$ cat src/rtl/regfile_responder.sv
// Request/response register file: 32 x 32-bit storage (reg 0 reads zero) behind a buffered response FIFO.
// Optional write acknowledges are enabled with `define REGFILE_WRITE_ACK_EN.
module regfile_responder #(
  parameter int DEPTH = 2
) (
  input  logic        clock,
  input  logic        ctrl_reset,
  input  logic        req_valid,
  output logic        req_ready,
  input  logic        req_write,
  input  logic [4:0]  req_reg,
  input  logic [31:0] req_data,
  output logic        resp_valid,
  input  logic        resp_ready,
  output logic [4:0]  resp_reg,
  output logic [31:0] resp_data,
  output logic        resp_is_write
);

  localparam int PW = (DEPTH > 2) ? 2 : 1;
  localparam int CW = PW + 1;
  localparam logic [CW-1:0] DEPTH_C = CW'(DEPTH);
  localparam logic [PW-1:0] LAST_PTR_C = PW'(DEPTH - 1);

  logic [31:0]   regFile_r [1:31];
  logic [4:0]    fifoReg_r  [DEPTH];
  logic [31:0]   fifoData_r [DEPTH];
  logic          fifoWr_r   [DEPTH];
  logic [PW-1:0] wrPtr_r;
  logic [PW-1:0] rdPtr_r;
  logic [CW-1:0] count_r;

  logic          accept_s;
  logic          push_s;
  logic          pop_s;
  logic          pushWr_s;
  logic [31:0]   pushData_s;
  logic [31:0]   readVal_s;
  logic [PW-1:0] nextRd_s;
  logic [CW-1:0] nextCount_s;
  logic          headValid_s;
  logic [4:0]    headReg_s;
  logic [31:0]   headData_s;
  logic          headWr_s;

  function automatic logic [PW-1:0] incPtr(input logic [PW-1:0] p);
    if (p == LAST_PTR_C) begin
      incPtr = {PW{1'b0}};
    end else begin
      incPtr = p + PW'(1);
    end
  endfunction

  // Readiness depends only on occupancy and reset, never on request/response inputs.
  assign req_ready = !ctrl_reset && (count_r != DEPTH_C);

  // Request decode, FIFO bookkeeping and next head-of-queue selection.
  always_comb begin
    readVal_s   = 32'h0;
    if (req_reg != 5'd0) begin
      readVal_s = regFile_r[req_reg];
    end else begin
      readVal_s = 32'h0;
    end
    accept_s    = req_valid && req_ready;
`ifdef REGFILE_WRITE_ACK_EN
    push_s      = accept_s;
    pushWr_s    = req_write;
    if (req_write) begin
      pushData_s = (req_reg == 5'd0) ? 32'h0 : req_data;
    end else begin
      pushData_s = readVal_s;
    end
`else
    push_s      = accept_s && !req_write;
    pushWr_s    = 1'b0;
    pushData_s  = readVal_s;
`endif
    pop_s       = resp_valid && resp_ready;
    nextRd_s    = pop_s ? incPtr(rdPtr_r) : rdPtr_r;
    case ({push_s, pop_s})
      2'b10:   nextCount_s = count_r + CW'(1);
      2'b01:   nextCount_s = count_r - CW'(1);
      default: nextCount_s = count_r;
    endcase
    // The output flops mirror the entry that will be at the head after this edge.
    if (nextCount_s == CW'(0)) begin
      headValid_s = 1'b0;
      headReg_s   = 5'd0;
      headData_s  = 32'h0;
      headWr_s    = 1'b0;
    end else if (push_s && (nextRd_s == wrPtr_r)) begin
      headValid_s = 1'b1;
      headReg_s   = req_reg;
      headData_s  = pushData_s;
      headWr_s    = pushWr_s;
    end else begin
      headValid_s = 1'b1;
      headReg_s   = fifoReg_r[nextRd_s];
      headData_s  = fifoData_r[nextRd_s];
      headWr_s    = fifoWr_r[nextRd_s];
    end
  end

  // Register storage, FIFO state and registered response outputs.
  always_ff @(posedge clock or posedge ctrl_reset) begin
    if (ctrl_reset) begin
      for (int i = 1; i < 32; i++) begin
        regFile_r[i] <= 32'h0;
      end
      for (int i = 0; i < DEPTH; i++) begin
        fifoReg_r[i]  <= 5'd0;
        fifoData_r[i] <= 32'h0;
        fifoWr_r[i]   <= 1'b0;
      end
      wrPtr_r       <= {PW{1'b0}};
      rdPtr_r       <= {PW{1'b0}};
      count_r       <= {CW{1'b0}};
      resp_valid    <= 1'b0;
      resp_reg      <= 5'd0;
      resp_data     <= 32'h0;
      resp_is_write <= 1'b0;
    end else begin
      if (accept_s && req_write && (req_reg != 5'd0)) begin
        regFile_r[req_reg] <= req_data;
      end
      if (push_s) begin
        fifoReg_r[wrPtr_r]  <= req_reg;
        fifoData_r[wrPtr_r] <= pushData_s;
        fifoWr_r[wrPtr_r]   <= pushWr_s;
        wrPtr_r             <= incPtr(wrPtr_r);
      end
      rdPtr_r       <= nextRd_s;
      count_r       <= nextCount_s;
      resp_valid    <= headValid_s;
      resp_reg      <= headReg_s;
      resp_data     <= headData_s;
      resp_is_write <= headWr_s;
    end
  end

endmodule

$ cat config.mk
export PLATFORM = sky130hd
export DESIGN_NAME = regfile_responder
export DESIGN_NICKNAME = d
export VERILOG_FILES = /design/src/rtl/regfile_responder.sv
export SDC_FILE = /design/constraint.sdc
export NUM_CORES = 2
export LEC_CHECK = 0
export ABC_CLOCK_PERIOD_IN_PS = 80900
export CORE_ASPECT_RATIO = 2
export CORE_MARGIN = 4
export CORE_UTILIZATION = 65
export CTS_BUF_LIST = sky130_fd_sc_hd__clkbuf_2
export CTS_CLUSTER_DIAMETER = 150
export DETAILED_ROUTE_END_ITERATION = 12
export MAX_ROUTING_LAYER = met4
export PLACE_DENSITY = 0.81
export SLEW_MARGIN = 20
export SYNTH_ARGS = -nofsm -noshare
export SYNTH_HDL_FRONTEND = slang
export SYNTH_SLANG_ARGS = --single-unit
$ cat constraint.sdc
create_clock -name clock -period 80.9 [get_ports clock]
set_input_delay 16.18 -clock clock [delete_from_list [all_inputs] [get_ports clock]]
set_output_delay 16.18 -clock clock [all_outputs]
set_load 0.02 [all_outputs]
Word-level counts from Yosys, hierarchy flattened
Index checks and enable logic that the tools add are counted.

Input port bits: 42. Logic and storage cells: 110. Flip-flop bits (word level): 1111.

Bitwise gates (word level): 5. Equal/unequal tests: 4. $lt $le $gt $ge: 5. $add $sub $neg: 4. Muxes and demuxes: 35. Reductions and logical operators: 13.

Operators by type and width (number): $bwmux W992 (1); $mux W32 (10); $bmux W32 S5 (1); $demux W32 S5 (1); $bwmux W64 (1); $demux W32 S1 (1); $mux W5 (6); $bwmux W10 (1); $mux W1 (10); $logic_and A1 B1 Y1 (9); $ge A6 B6 Y1 const B (1); $lt A6 B1 Y1 const B (1); $not A5 Y6 (1); $demux W5 S1 (1); $reduce_bool A5 Y1 (1); $ge A2 B2 Y1 const B (2); $not A1 Y2 (2); $pmux W2 S2 (1); $add A1 B1 Y1 const B (2); $add A2 B1 Y2 const B (1); $and A2 B2 Y2 (1); $eq A2 B1 Y1 const B (1); $eq A2 B2 Y1 const B (1); $logic_not A1 Y1 (2); other kinds (7) (7).

Depth between registers and ports, before layout
Depth after elaboration: 9. Mapped depth: 11. Mapped depth without buffers: 9.

Worst setup path after synthesis
No wires, ideal clock.

Kind: input to register. Start point: in ctrl_reset. End point: reg regFile_r[352] in the netlist's numbering. Arrival time: 43.349 ns. Stages: 7. Slack: 37.426 ns. Buffers on the path: 2. Setup time: 0.125 ns. Data required time: 80.775 ns. Cell sequence: inv_1 -> and4_4 -> nand4bb_1 -> buf_2 -> nor2_1 -> buf_6 -> mux2_2.

Longest elaborated chain between the ends: 5.

RTL lines: start, declared (line 7) `input logic ctrl_reset,`; $logic_not A1 Y1 (no line); $logic_and A1 B1 Y1 (line 55) `assign req_ready = !ctrl_reset && (count_r != DEPTH_C);`; $logic_and A1 B1 Y1 (line 65) `accept_s = req_valid && req_ready;`; $logic_and A1 B1 Y1 (2 in a row) (line 124) `if (accept_s && req_write && (req_reg != 5'd0)) begin`; end signal, assigned by index (line 125) `regFile_r[req_reg] <= req_data;`; end, declared (line 25) `logic [31:0] regFile_r [1:31];`.

Every way passes these cells. A chain may end at the register's enable or synchronous reset.

Worst setup path after layout
Start point: in ctrl_reset. End point: out req_ready.

Longest elaborated chain between the ends: 2.

RTL lines: $logic_not A1 Y1 (no line); $logic_and A1 B1 Y1 (line 55); end, declared (line 9) `output logic req_ready,`.

Every way passes these cells.

==> metrics.log <==
[metrics] outcome: finished clean
[metrics] f_max: 0.02971 GHz
[metrics] proportion of layout cells with a drive suffix above 1: 0.4030
[metrics] top-level port count: 82
[metrics] H-tree depth reported by CTS: 4
[metrics] setup TNS: 0 ns
[metrics] Design Power: 1.191 mW
[metrics] cell count after synthesis: between 3000 and 4000
[metrics] number of sinks on the clock net: 1111
[metrics] endpoint arrival time on the critical path: 17.48 ns
[metrics] Most flops, register: regFile_r
[metrics] met2 track utilization from global routing: 0.5698
[metrics] post-synthesis area per instance: approximately 14 µm²
[metrics] global-route met1 utilization: 0.3740
[metrics] startpoint type of the worst setup path: input pin
[metrics] Worst Hold Class: register to register
[metrics] most utilized layer in the global route result: met2
[metrics] number of enable flip-flop cells after synthesis: 0
[metrics] number of register bits inferred by synthesis: about 1100
[metrics] post-layout utilization of the core: 0.7013
[metrics] largest net degree at the start of global routing: 198
[metrics] post-route clock period utilization: 0.4161
[metrics] # rows: ~140
[metrics] largest area contributor in the netlist: sky130_fd_sc_hd__dfrtp_1
[metrics] Resized Gates After CTS: 0
[metrics] Final Critical Period: between 30 and 40 ns
[metrics] total congestion overflow after global routing: 0
[metrics] instance area at placement: between 50000 and 60000 µm²
[metrics] Final Net Count: around 3600
[metrics] setup slack on the worst flop-to-flop path: approximately 77 ns
[metrics] HPWL after detailed placement: 81450 µm
[metrics] flip-flop count of the largest register, all copies and words added: 992
[metrics] max-slew violation count: 0
[metrics] number of buffers inserted during clock tree synthesis: between 200 and 250
[metrics] setup bufs post-CTS: 0
[metrics] Largest stage delay, worst path: approximately 0.62 ns
[metrics] critical path's most frequent cell: sky130_fd_sc_hd__clkdlybuf4s50_1
[metrics] number of DRC markers in iteration 0: 2294
[metrics] most frequently used cell type in the post-synthesis netlist: sky130_fd_sc_hd__dfrtp_1
[metrics] overall die area: roughly 82000 µm²
[metrics] effective utilization at floorplan: 0.6568
[metrics] critical path's slowest cell: sky130_fd_sc_hd__clkdlybuf4s50_1
[metrics] post-synthesis to final-layout area growth: 6.784%
[metrics] horizontal extent of the die: roughly 200 µm
[metrics] CP Class: input pin to output port
[metrics] total core area: 76040 µm²
[metrics] final count of negative-setup-slack endpoints: 0
[metrics] CTS tree: done
[metrics] syn nets: 3601
[metrics] final estimated routing congestion in global placement: between 0.8 and 0.9
[metrics] DRC violation count after routing: 0
[metrics] capture point of the worst reg-to-reg path: regFile_r[504]
[metrics] required time reported for the critical path endpoint: approximately 65 ns
[metrics] CP Cell Sequence: clkdlybuf4s50_1 -> a21oi_1 -> clkdlybuf4s50_1
[metrics] number of antenna violations at the first check in global routing: 7
[metrics] drt wl/cell: around 28 µm
[metrics] cell depth of the worst min-delay path: 1
[metrics] start of the worst register-to-register path: count_r[0]
[metrics] netlist area before placement: around 50000 µm²
[metrics] number of buffer cells added on primary ports: a little over 80
[metrics] skew final: slightly above 0.1 ns
[metrics] M3 GR Usage: 0.06027
[metrics] combined global-route utilization of all metal layers: 0.3427
[metrics] number of buffers and inverters on the critical path: 2
[metrics] number of vias in the routed layout: roughly 31000
[metrics] number of buffers inserted for hold repair after clock tree synthesis: 0
[metrics] registers with the most flip-flops: regFile_r x992, fifoData_r x64, resp_data x32
[metrics] kind of capture point of the worst setup path: output port
[metrics] IR drop worst, VDD: about 0.015 mV
[metrics] leakage power of the design: around 27 nW
[metrics] fraction of registers with async set/reset: 1.000
[metrics] post-DR vias/cell: 6.571
[metrics] count of maximum capacitance violations: 0
[metrics] Seq/Total Area, Yosys: 0.5567
[metrics] post-route antenna net violation count: 0
[metrics] unrepaired setup endpoints after global routing: false
[metrics] Worst Reg2Reg Path Length in Cells: 6
[metrics] wire length of the first global-routing pass: roughly 200000 µm
[metrics] via count of the first global-routing pass: 33951
[metrics] clock transition at the registers of the reported paths: about 0.10 ns
[metrics] Synth warnings: 0
[metrics] top cell family by delay on the critical path: buffers and inverters
[metrics] main area contributors after synthesis: sky130_fd_sc_hd__dfrtp_1, sky130_fd_sc_hd__mux2_2, sky130_fd_sc_hd__mux2i_1
[metrics] Worst Tran Pin Value: between 1 and 1.5 ns
[metrics] count of unique library cells instantiated by Yosys: 42
[metrics] commonest register cell after synthesis: sky130_fd_sc_hd__dfrtp_1
[metrics] Die Height: around 400 µm
[metrics] hold worst-path end: regFile_r[250]
[metrics] CTS max path bufs: 3
[metrics] Post-Layout Inst Area: between 50000 and 60000 µm²
[metrics] area share of the largest cell type after synthesis: 0.5567
[metrics] Power Dens Cells: roughly 22 nW/µm²
[metrics] later-pin clock latency in the skew report: roughly 1.5 ns
[metrics] count of endpoints failing hold in the final timing report: 0
[metrics] Rel. slew slack: 0.2367
[metrics] Hold Crit Start: regFile_r[250]
[metrics] root buffer selected by CTS: sky130_fd_sc_hd__clkbuf_2
[metrics] DRT Wirelength: between 100000 and 150000 µm
[metrics] first-pass iteration count of the detailed router: 7
[metrics] crit path max fanout: 2
[metrics] most frequent cells after synthesis: sky130_fd_sc_hd__dfrtp_1, sky130_fd_sc_hd__mux2_2, sky130_fd_sc_hd__mux2i_1
logic make-up (layout without fill, tap and decap cells):
group,Yosys count,count (layout),synth area share
muxes,1584,1584,0.3442
DFF,1111,1111,0.5567
buffers and inverters,346,547,0.03377
AOI/OAI and AO/OA,333,333,0.04314
and+or+nand+nor,176,176,0.02047
xor gates and xnor gates,7,7,0.001503
adders and majority gates,1,1,0.0002505
other,0,6,0
cells in the final DEF, fill, tap and decap left out, types with 3 or more instances in the layout:
cell / synthesis / routed
sky130_fd_sc_hd__bufinv_16: 0 / 4
sky130_fd_sc_hd__o21a_1: 6 / 6
sky130_fd_sc_hd__buf_16: 0 / 4
sky130_fd_sc_hd__dfrtp_1: 1111 / 1111
sky130_fd_sc_hd__diode_2: 0 / 6
sky130_fd_sc_hd__nor2b_1: 3 / 3
sky130_fd_sc_hd__mux2_1: 28 / 28
sky130_fd_sc_hd__a211oi_1: 37 / 37
sky130_fd_sc_hd__nand4b_1: 4 / 4
sky130_fd_sc_hd__clkinv_2: 0 / 6
sky130_fd_sc_hd__mux2i_1: 518 / 518
sky130_fd_sc_hd__nor2_4: 0 / 22
sky130_fd_sc_hd__clkdlybuf4s50_1: 0 / 72
sky130_fd_sc_hd__nand2_1: 40 / 38
sky130_fd_sc_hd__buf_4: 17 / 60
sky130_fd_sc_hd__o22ai_1: 224 / 224
sky130_fd_sc_hd__clkinv_1: 0 / 42
sky130_fd_sc_hd__nor4_1: 64 / 64
sky130_fd_sc_hd__nor2_1: 31 / 9
sky130_fd_sc_hd__a21oi_1: 39 / 39
sky130_fd_sc_hd__nand2b_1: 4 / 3
sky130_fd_sc_hd__inv_2: 0 / 6
sky130_fd_sc_hd__clkinvlp_4: 0 / 4
sky130_fd_sc_hd__nor3_4: 1 / 3
sky130_fd_sc_hd__buf_2: 169 / 7
sky130_fd_sc_hd__clkbuf_2: 0 / 326
sky130_fd_sc_hd__o2bb2ai_1: 26 / 26
sky130_fd_sc_hd__xnor2_1: 4 / 3
sky130_fd_sc_hd__inv_1: 5 / 4
sky130_fd_sc_hd__nand4bb_2: 0 / 6
sky130_fd_sc_hd__mux2_2: 1038 / 1038
sky130_fd_sc_hd__buf_12: 0 / 5
sky130_fd_sc_hd__buf_6: 15 / 3
final cells by class:
| type | count | area (µm²) |
|---|---|---|
| antenna | 6 | 15.01 |
| clock buffer | 326 | 1632 |
| clock inverter | 64 | 377.9 |
| fill | 5241 | 22710 |
| inverter | 5 | 26.28 |
| multi-input combinational | 2101 | 20740 |
| sequential | 1111 | 27800 |
| tap | 1015 | 1270 |
| timing repair buffer | 152 | 1465 |
worst max path at each step:
stage,cells after the start,slack [ns],end,from
2_1_floorplan,1,33.41,count_r[0],ctrl_reset
6_report,3,47.24,req_ready,ctrl_reset
3_5_place_dp,3,47.24,req_ready,ctrl_reset
4_1_cts,3,47.23,req_ready,ctrl_reset
3_3_place_gp,3,47.13,req_ready,ctrl_reset
5_1_grt,3,47.20,req_ready,ctrl_reset
report_power, final:
group / internal (mW) / switching, mW / total, mW / leakage, nW
logic: 0.0965 / 0.102 / 0.199 / 9.92
clock network: 0.121 / 0.209 / 0.330 / 1.53
registers: 0.624 / 0.0378 / 0.662 / 15.2
layer usage:
metal	vias up	wire length (µm)	share of wire
li1	13214	-	-
met1	16486	47790	0.35
met2	1255	69540	0.51
met3	453	7654	0.056
met4	0	11160	0.082
met5	-	0	0
stage by stage:
| stage | hold slack, ns | instances | setup slack (ns) |
|---|---|---|---|
| 2_1_floorplan | 0.4528 | 3558 | 33.41 |
| 3_3_place_gp | 0.4671 | 4378 | 47.13 |
| 3_5_place_dp | 0.4720 | 4378 | 47.24 |
| 4_1_cts | 0.5018 | 4768 | 47.23 |
| 5_1_grt | 0.5232 | 4780 | 47.20 |
| 6_report | 0.4966 | 4780 | 47.24 |
(Power assumes the default switching activity.)
